**config.mk**
```make
export PLATFORM = sky130hd
export DESIGN_NAME = router_pkt_fifo_flat
export DESIGN_NICKNAME = d
export VERILOG_FILES = /design/src/rtl/router_pkt_fifo_if.sv /design/src/rtl/router_pkt_fifo.sv /design/src/flat_wrapper.sv
export SDC_FILE = /design/constraint.sdc
export NUM_CORES = 1
export LEC_CHECK = 0
export CORE_UTILIZATION = 45
export DETAILED_ROUTE_END_ITERATION = 10
export GPL_TIMING_DRIVEN = 0
export SETUP_SLACK_MARGIN = 0.1
export SYNTH_ARGS = -nofsm -noshare
export SYNTH_HDL_FRONTEND = slang
export SYNTH_SLANG_ARGS = --single-unit
```
**constraint.sdc**
```tcl
create_clock -name clock -period 3.1 [get_ports clock]
set_input_delay 0.62 -clock clock [delete_from_list [all_inputs] [get_ports clock]]
set_output_delay 0.62 -clock clock [all_outputs]
set_load 0.03 [all_outputs]
```
**src/rtl/router_pkt_fifo_if.sv**
```systemverilog
// Router packet FIFO bus.
// Groups the write side (write_enb, lfd_state, data_in), the read side
// (read_enb, data_out, data_valid), the flush request (soft_reset) and the
// status/event outputs (empty, full, almost_full, fill_level, pkt_done,
// overflow, underflow). clock and resetn stay plain ports on the FIFO.
//   master : the client driving requests and observing status
//   slave  : the FIFO itself
interface router_pkt_fifo_if #(
  parameter int WIDTH = 8,
  parameter int DEPTH = 16
);
  localparam int AW = $clog2(DEPTH);

  logic             soft_reset;
  logic             write_enb;
  logic             read_enb;
  logic             lfd_state;
  logic [WIDTH-1:0] data_in;
  logic [WIDTH-1:0] data_out;
  logic             data_valid;
  logic             empty;
  logic             full;
  logic             almost_full;
  logic [AW:0]      fill_level;
  logic             pkt_done;
  logic             overflow;
  logic             underflow;

  modport master (
    output soft_reset, write_enb, read_enb, lfd_state, data_in,
    input  data_out, data_valid, empty, full, almost_full, fill_level,
           pkt_done, overflow, underflow
  );

  modport slave (
    input  soft_reset, write_enb, read_enb, lfd_state, data_in,
    output data_out, data_valid, empty, full, almost_full, fill_level,
           pkt_done, overflow, underflow
  );
endinterface

```
**src/rtl/router_pkt_fifo.sv**
```systemverilog
// Router packet FIFO.
// Stores {lfd_state, data_in} entries of WIDTH+1 bits in a DEPTH-entry
// circular buffer addressed by AW+1-bit pointers (the extra MSB separates
// full from empty). Reads have one cycle of latency into a registered
// data_out. A header-tagged entry read loads a packet down-counter with
// length+1 (payload plus parity byte); pkt_done pulses when the last byte
// of the packet is read.
// Ports:
//   clock  : rising-edge clock
//   resetn : asynchronous active-low reset
//   bus    : router_pkt_fifo_if.slave (requests, data, status, event pulses)
module router_pkt_fifo #(
  parameter int WIDTH     = 8,
  parameter int DEPTH     = 16,
  parameter int AFULL_LVL = 14
) (
  input  logic               clock,
  input  logic               resetn,
  router_pkt_fifo_if.slave   bus
);

  localparam int AW  = $clog2(DEPTH);
  // length field is WIDTH-2 bits; one extra bit so length+1 never wraps
  localparam int PCW = (WIDTH - 1 > 7) ? WIDTH - 1 : 7;

  localparam logic [AW:0]     PTR_ONE = {{AW{1'b0}}, 1'b1};
  localparam logic [AW:0]     AFULL_Q = (AW + 1)'(AFULL_LVL);
  localparam logic [PCW-1:0]  CNT_ONE = {{(PCW - 1){1'b0}}, 1'b1};

  logic [WIDTH:0]   mem [DEPTH];
  logic [AW:0]      wr_ptr;
  logic [AW:0]      rd_ptr;
  logic [AW:0]      fill_level_q;
  logic [PCW-1:0]   pkt_cnt;
  logic [WIDTH-1:0] data_out_p1;
  logic             vld_p1;
  logic             pkt_done_p1;
  logic             overflow_p1;
  logic             underflow_p1;

  logic             empty_c;
  logic             full_c;
  logic             wr_acc;
  logic             rd_acc;
  logic [WIDTH:0]   rd_entry;
  logic [PCW-1:0]   pkt_cnt_nxt;

  // Packet counter update for one accepted read: a tagged entry reloads
  // with length+1 regardless of the current count; an untagged entry counts
  // down and sticks at zero.
  function automatic logic [PCW-1:0] next_pkt_cnt(input logic [WIDTH:0] entry,
                                                  input logic [PCW-1:0] cur);
    logic [PCW-1:0] len;
    len = {{(PCW - WIDTH + 2){1'b0}}, entry[WIDTH-1:2]};
    if (entry[WIDTH])
      return len + CNT_ONE;
    else if (cur != '0)
      return cur - CNT_ONE;
    else
      return cur;
  endfunction

  assign empty_c  = (wr_ptr == rd_ptr);
  assign full_c   = (wr_ptr[AW] != rd_ptr[AW]) &&
                    (wr_ptr[AW-1:0] == rd_ptr[AW-1:0]);
  // a write is refused when full even if a read frees a slot this cycle
  assign wr_acc   = bus.write_enb & ~full_c;
  assign rd_acc   = bus.read_enb & ~empty_c;
  assign rd_entry = mem[rd_ptr[AW-1:0]];
  assign pkt_cnt_nxt = next_pkt_cnt(rd_entry, pkt_cnt);

  // Storage is never cleared; pointer reset makes old entries unreachable.
  always_ff @(posedge clock) begin
    if (wr_acc)
      mem[wr_ptr[AW-1:0]] <= {bus.lfd_state, bus.data_in};
  end

  // ---- stage p0 -> p1: pointer/level update, read data and event pulses ----
  always_ff @(posedge clock or negedge resetn) begin
    if (!resetn) begin
      wr_ptr       <= '0;
      rd_ptr       <= '0;
      fill_level_q <= '0;
      pkt_cnt      <= '0;
      data_out_p1  <= '0;
      vld_p1       <= 1'b0;
      pkt_done_p1  <= 1'b0;
      overflow_p1  <= 1'b0;
      underflow_p1 <= 1'b0;
    end else if (bus.soft_reset) begin
      wr_ptr       <= '0;
      rd_ptr       <= '0;
      fill_level_q <= '0;
      pkt_cnt      <= '0;
      data_out_p1  <= '0;
      vld_p1       <= 1'b0;
      pkt_done_p1  <= 1'b0;
      overflow_p1  <= 1'b0;
      underflow_p1 <= 1'b0;
    end else begin
      if (wr_acc)
        wr_ptr <= wr_ptr + PTR_ONE;
      if (rd_acc) begin
        rd_ptr      <= rd_ptr + PTR_ONE;
        data_out_p1 <= rd_entry[WIDTH-1:0];
        pkt_cnt     <= pkt_cnt_nxt;
      end
      case ({wr_acc, rd_acc})
        2'b10:   fill_level_q <= fill_level_q + PTR_ONE;
        2'b01:   fill_level_q <= fill_level_q - PTR_ONE;
        default: fill_level_q <= fill_level_q;
      endcase
      vld_p1       <= rd_acc;
      // only an untagged read can take the count from 1 to 0
      pkt_done_p1  <= rd_acc && !rd_entry[WIDTH] && (pkt_cnt == CNT_ONE);
      overflow_p1  <= bus.write_enb & full_c;
      underflow_p1 <= bus.read_enb & empty_c;
    end
  end

  assign bus.data_out    = data_out_p1;
  assign bus.data_valid  = vld_p1;
  assign bus.empty       = empty_c;
  assign bus.full        = full_c;
  assign bus.almost_full = (fill_level_q >= AFULL_Q);
  assign bus.fill_level  = fill_level_q;
  assign bus.pkt_done    = pkt_done_p1;
  assign bus.overflow    = overflow_p1;
  assign bus.underflow   = underflow_p1;

endmodule

```
**src/flat_wrapper.sv**
```systemverilog
// flat-port wrapper written by rule: the top's interface ports become plain ports
module router_pkt_fifo_flat 
#(
  parameter int WIDTH     = 8,
  parameter int DEPTH     = 16,
  parameter int AFULL_LVL = 14
)
  (clock, resetn, bus_soft_reset, bus_write_enb, bus_read_enb, bus_lfd_state, bus_data_in, bus_data_out, bus_data_valid, bus_empty, bus_full, bus_almost_full, bus_fill_level, bus_pkt_done, bus_overflow, bus_underflow);
  router_pkt_fifo_if #(.WIDTH(WIDTH), .DEPTH(DEPTH)) bus_i ();
  input  logic clock;
  input  logic resetn;
  input wire logic [$bits(bus_i.soft_reset)-1:0] bus_soft_reset;
  input wire logic [$bits(bus_i.write_enb)-1:0] bus_write_enb;
  input wire logic [$bits(bus_i.read_enb)-1:0] bus_read_enb;
  input wire logic [$bits(bus_i.lfd_state)-1:0] bus_lfd_state;
  input wire logic [$bits(bus_i.data_in)-1:0] bus_data_in;
  output wire logic [$bits(bus_i.data_out)-1:0] bus_data_out;
  output wire logic [$bits(bus_i.data_valid)-1:0] bus_data_valid;
  output wire logic [$bits(bus_i.empty)-1:0] bus_empty;
  output wire logic [$bits(bus_i.full)-1:0] bus_full;
  output wire logic [$bits(bus_i.almost_full)-1:0] bus_almost_full;
  output wire logic [$bits(bus_i.fill_level)-1:0] bus_fill_level;
  output wire logic [$bits(bus_i.pkt_done)-1:0] bus_pkt_done;
  output wire logic [$bits(bus_i.overflow)-1:0] bus_overflow;
  output wire logic [$bits(bus_i.underflow)-1:0] bus_underflow;
  assign bus_i.soft_reset = bus_soft_reset;
  assign bus_i.write_enb = bus_write_enb;
  assign bus_i.read_enb = bus_read_enb;
  assign bus_i.lfd_state = bus_lfd_state;
  assign bus_i.data_in = bus_data_in;
  assign bus_data_out = bus_i.data_out;
  assign bus_data_valid = bus_i.data_valid;
  assign bus_empty = bus_i.empty;
  assign bus_full = bus_i.full;
  assign bus_almost_full = bus_i.almost_full;
  assign bus_fill_level = bus_i.fill_level;
  assign bus_pkt_done = bus_i.pkt_done;
  assign bus_overflow = bus_i.overflow;
  assign bus_underflow = bus_i.underflow;
  router_pkt_fifo #(.WIDTH(WIDTH), .DEPTH(DEPTH), .AFULL_LVL(AFULL_LVL)) u_core (.clock(clock), .resetn(resetn), .bus(bus_i));
endmodule
```
Word level (Yosys, flattened, before mapping)
Memories as Yosys holds them, arrays and structs flattened.
Index checks and enable logic that the tools add are counted.
Widths: inputs -> output; s select.

storage, ports and cells
  bits in registers = 34
  RAM bits = 144
  bits of input ports = 14
  output and inout bits = 20
  word-level logic and storage cells = 57
  memories kept = 1

operators by class
  $add $sub $neg = 6
  magnitude comparators = 1
  equality and inequality tests = 6
  muxes and demuxes = 18
  bitwise logic cells = 6
  reduce and logical (&&, ||, !) cells = 10

memories
  memory      words  width  read ports  clocked after Yosys merged registers in  write ports  RTL line               text
  u_core.mem  16     9      1           0                                        1            router_pkt_fifo.sv:30  logic [WIDTH:0] mem [DEPTH];

operators with widths
  operator             number
  $mux 7               4
  $mux 5               5
  $mux 8               2
  $add 5x1->5 const B  3
  $pmux 5 s2           1
  $add 6x1->7 const B  1
  $eq 7x1->1 const B   1
  $reduce_bool 7->1    1
  $sub 7x1->7 const B  1
  $mux 1               6
  $reduce_bool 3->1    2
  $eq 5x5->1           1
  $ge 5x4->1 const B   1
  $sub 5x1->5 const B  1
  $and 1x1->1          4
  $eq 4x4->1           1
  $reduce_bool 2->1    2
  $logic_and 1x1->1    3
  $eq 2x1->1 const B   1
  $eq 2x2->1 const B   1
  $not 1->1            2
  $reduce_and 2->1     1
  $logic_not 1->1      1
  $ne 1x1->1           1

Depth between registers and ports, before layout
  depth in word-level cells = 7
  gate-level depth with buffers = 13
  mapped depth without buffers = 11

Least setup slack after synthesis
No wires, ideal clock.

  kind = reg2reg
  start point = register u_core.rd_ptr[1]
  end point = register u_core.fill_level_q[4] (netlist: u_core.bus.fill_level[4])
  data arrival time = 2.690 ns
  data required time = 3.022 ns
  slack = 0.333 ns
  cell stages (with the launch flop) = 14
  path buffers = 2
  period minus slack after synthesis = 2.767 ns
  path through = dfrtp_1 buf_6 xor2_1 or4_1 buf_4 o211ai_4 xnor2_1 ha_1 nor2_1 nand2_1 a21oi_1 mux2i_1 or3_1 a21oi_1

on the way
  cells in the longest elaborated chain, start to end = 7

RTL lines
  item                                      RTL line                text
  start: declaration                        router_pkt_fifo.sv:32   logic [AW:0] rd_ptr;
  start signal: assignment                  router_pkt_fifo.sv:104  rd_ptr <= rd_ptr + PTR_ONE;
  $eq 4x4->1                                router_pkt_fifo.sv:65   (wr_ptr[AW-1:0] == rd_ptr[AW-1:0]);
  $logic_and 1x1->1                         router_pkt_fifo.sv:64   assign full_c = (wr_ptr[AW] != rd_ptr[AW]) &&
  $not 1->1                                 router_pkt_fifo.sv:67   assign wr_acc = bus.write_enb & ~full_c;
  $and 1x1->1                               router_pkt_fifo.sv:67
  $eq 2x1->1 or $eq 2x2->1 (tied branches)  router_pkt_fifo.sv:108  case ({wr_acc, rd_acc})
  $pmux 5 s2                                router_pkt_fifo.sv:108
  $mux 5                                    router_pkt_fifo.sv:90   end else if (bus.soft_reset) begin
  end signal: assignment                    router_pkt_fifo.sv:109  2'b10: fill_level_q <= fill_level_q + PTR_ONE;
  end signal: assignment                    router_pkt_fifo.sv:110  2'b01: fill_level_q <= fill_level_q - PTR_ONE;
  end signal: assignment                    router_pkt_fifo.sv:111  default: fill_level_q <= fill_level_q;
  end: declaration                          router_pkt_fifo.sv:33   logic [AW:0] fill_level_q;

Several ways; a longest one is shown, not always the timed one.
A chain may end at the register's enable or synchronous reset.

Worst setup path in the final report
  start point = register u_core.rd_ptr[0]
  end point = register u_core.fill_level_q[4] (netlist: u_core.bus.fill_level[4])

Same word-level chain as after synthesis.

==> summary.txt <==
Logic synthesis
  • XOR/XNOR Fraction of Synth Area: under 10%
  • Synth Area in Simple Gates: 6.34%
  • Seq/Total Area, Yosys: about two thirds
  • Post-synthesis area per instance: roughly 16 um2
  • Post-synth EDFFs: approximately 140
  • Multiplexer area fraction after synthesis: between 10% and 20%
  • Syn. warnings: 0
  • Number of distinct library cells after synthesis: 56
  • Main combinational cell family by area after synthesis: multiplexers
  • Top FF cell, synth: edfxtp_1
  • Syn Inst Count: roughly 470
  • Synthesis-stage register bit count: between 150 and 200
  • Adder-cell share of the synthesized area: around 1.6%
  • FFs w/ async S/R, synth: between 10% and 20%
  • Synth Area in Compound Gates: under 10%
  • Cell area after synthesis: approximately 7700 um2
  • Synth Net Count: 491

Floorplanning
  • Die Span Y: about 130 um
  • Core area: between 15000 and 20000 um2
  • IO Pins: 34
  • Initial Utilization: approximately 46%
  • Die Width: around 130 um
  • Num rows: 47
  • Die Area: 17500 um2

Clock network
  • Clk slew on worst S/H paths: 0.07 ns
  • Root buffer cell: clkbuf_16
  • Worst skew pair latency: about 0.42 ns
  • Clock Sink Count: 178
  • Clock tree buffer depth: 2
  • CTS tree: yes
  • Post-CTS Hold Buffers: 0
  • H-tree depth: 4
  • Num CTS Buffers: 17

STA
  • Fin crit share: 93.9%
  • Worst clock skew: 0.0103 ns
  • Rel. slew slack: 19.7%
  • Period minus WS final: between 2 and 3 ns
  • F_max: between 0.3 and 0.4 GHz
  • Final hold vios: 0
  • RSZ-0062 raised after global routing: false
  • Total negative slack: 0 ns
  • Final Setup Violations: 0
  • Max Slew Vio Count: 0
  • Worst-Margin Slew: around 1.2 ns

Critical path
  • Critical Path Slowest Stage Cell: or4_1
  • CP cell instances: buf_6 -> xor2_1 -> or4_1 -> buf_6 -> o211ai_4 -> xnor2_1 -> ha_2 -> nor2_2 -> nand2_1 -> a21oi_1 -> mux2i_1 -> or3_1 -> a21oi_1
  • Max incr delay on CP: roughly 0.54 ns
  • Buf/Inv on CP: 2
  • Top delay family on crit path: simple AND/OR/NAND/NOR gates
  • CP startpoint kind: flop
  • CP Data Required Time: roughly 3.5 ns
  • Setup CP Type: flop to flop
  • Crit. End Element: flop
  • Worst R2R Start: u_core.rd_ptr[0]
  • Worst Path Max Fanout: 10
  • CP arrival: 3.26 ns
  • Critical path origin: u_core.rd_ptr[0]

Final layout
  • Diode count: 0
  • Multi-input logic area: approximately 2400 um2
  • Area Overhead vs Synth: 16.6%
  • Fill cells: ~1300
  • Final net count: about 550
  • Fin util: a little over half
  • Seq. cell area: 5170 um2
  • Layout cells sized above 1: 19.2%

Global routing
  • Total track usage: approximately a fifth
  • Congestion Overflow GR: 0
  • Largest net degree at the start of global routing: 35
  • Initial antenna violation count: 0
  • Vias in the first global route: approximately 4300
  • First-pass GRT wire length: 25200 um

Routing
  • DRC: 0
  • Via count: 4222
  • DRT antenna net count: 0
  • DR WL/cell: 21.7 um
  • Pre-antenna DRT Iters: 4
  • Via density: 5.58
  • Detailed Route WL: 16500 um
  • 1st-iter DRT viols: roughly 280

Power
  • Maximum VDD drop: around 0.48 mV
  • PwrDens: just under 700 nW/um2
  • Leakage: a little over 3 nW

Outcome
  • Outcome: complete, no violations

Place
  • Detail Placement HPWL: between 10000 and 15000 um
  • Port buffer count: 32
  • Final GP Congestion: 0.858

Flow run
  • Max Cap Viol: 0

Worst hold path
  • Min-Delay Path Class: primary input to async pin
worst register-to-register path, cell delays in order (launching register included):
cell,delay (ns)
dfrtp_1,0.40
buf_6,0.15
xor2_1,0.17
or4_1,0.54
buf_6,0.16
o211ai_4,0.24
xnor2_1,0.11
ha_2,0.21
nor2_2,0.11
nand2_1,0.06
a21oi_1,0.13
mux2i_1,0.10
or3_1,0.31
a21oi_1,0.13
cells by family after synthesis:
family,count (synthesis)
buffers and inverters,34
and+or+nand+nor,102
xor gates and xnor gates,20
AOI/OAI and AO/OA,64
adders and majority gates,10
muxes,59
DFF,178
layer usage:
| layer | global-route usage [%] | routed length, um |
|---|---|---|
| met1 | 26.9 | 7400 |
| met2 | 33.0 | 8260 |
| met3 | 3.60 | 645 |
| met4 | 7.28 | 148 |
| met5 | 0 | 0 |
repair_timing:
item | CTS | global route
buffers inserted | 0 | 2
pin swaps | 0 | 3
endpoints found under the setup margin | 14 | 26
resized for setup | 5 | 17
cells in the mapped netlist, drive strengths merged (2+ instances only):
library cell,count,share of area (%)
o2111ai,2,0.23
nor4b,2,0.23
mux2,2,0.29
o211ai,3,0.47
nor2,36,1.8
dfrtp,34,11
nor3,12,0.78
o21ai,12,0.78
o21a,4,0.39
nand2,27,1.3
inv,8,0.39
or2,2,0.16
or3,5,0.41
nand2b,4,0.33
and2,3,0.25
mux4,35,11
buf,18,1.6
a32o,2,0.26
xnor2,10,1.1
a31o,4,0.46
nand4,3,0.25
a211o,2,0.23
o22ai,4,0.33
edfxtp,144,56
mux2i,22,2.9
ha,10,1.6
xor2,10,1.1
clkbuf,8,0.44
a21oi,16,1.0
a211oi,5,0.49
or4,2,0.20
power breakdown:
| part | switching, mW | total (mW) | internal, mW |
|---|---|---|---|
| combinational | 0.748 | 1.35 | 0.597 |
| sequential | 0.0883 | 2.77 | 2.68 |
| clock | 0.907 | 2.03 | 1.12 |
| total | 1.74 | 6.14 | 4.40 |
state kept, by name, indices dropped and copies added, names as in the netlist, 5 cells and up:
register	flops
u_core.bus.fill_level	5
u_core.mem	144
u_core.rd_ptr	5
u_core.pkt_cnt	7
u_core.wr_ptr	5
u_core.bus.data_out	8
final cells by class:
| class | instances | share of cell area (%) |
|---|---|---|
| buffer | 26 | 1.92 |
| clock buffer | 18 | 4.81 |
| clock inverter | 14 | 1.43 |
| inverter | 8 | 0.336 |
| multi-input combinational | 255 | 26.4 |
| sequential | 178 | 57.9 |
| tap | 220 | 3.08 |
| timing repair buffer | 38 | 4.13 |
layout by cell type (no fill, tap or decap), types with 5 or more instances in the layout:
| cell | Yosys | routed |
|---|---|---|
| mux4_2 | 26 | 26 |
| inv_6 | 0 | 5 |
| nand2_1 | 27 | 27 |
| or3_1 | 5 | 5 |
| mux2i_1 | 22 | 22 |
| edfxtp_1 | 144 | 144 |
| xor2_1 | 10 | 10 |
| buf_6 | 3 | 9 |
| inv_1 | 8 | 8 |
| nor2_1 | 36 | 32 |
| buf_2 | 12 | 11 |
| xnor2_1 | 10 | 10 |
| a211oi_1 | 5 | 5 |
| mux4_1 | 9 | 9 |
| ha_1 | 10 | 8 |
| dfrtp_1 | 34 | 34 |
| o21ai_0 | 9 | 9 |
| a21oi_1 | 16 | 16 |
| clkdlybuf4s50_1 | 0 | 29 |
| clkbuf_1 | 7 | 7 |
| clkbuf_16 | 0 | 17 |
| nor3_1 | 12 | 8 |
stage by stage:
step	cells	worst slack [ns]	hold WS, ns	power [mW]	cell area (um2)
2_1_floorplan	467	0.333	0.324	3.72	7660
3_3_place_gp	719	-0.721	0.515	4.10	8250
3_5_place_dp	723	-0.0685	0.522	4.13	8310
4_1_cts	755	0.0430	0.277	6.14	8870
5_1_grt	757	0.0414	0.321	6.38	8930
6_report	757	0.190	0.276	6.14	8930
worst paths after layout:
check	end	slack (ns)	cells after the start
max	u_core.bus.fill_level[4]	0.19	13
max in group asynchronous	u_core.bus.data_out[2]	2.32	1
min	u_core.bus.fill_level[3]	0.28	1
max reg2reg	u_core.bus.fill_level[4]	0.19	13
min in group clock	u_core.bus.data_out[3]	0.52	2
min reg2reg	u_core.bus.data_out[3]	0.52	2
Note: power is estimated with default switching activity, not from simulation.
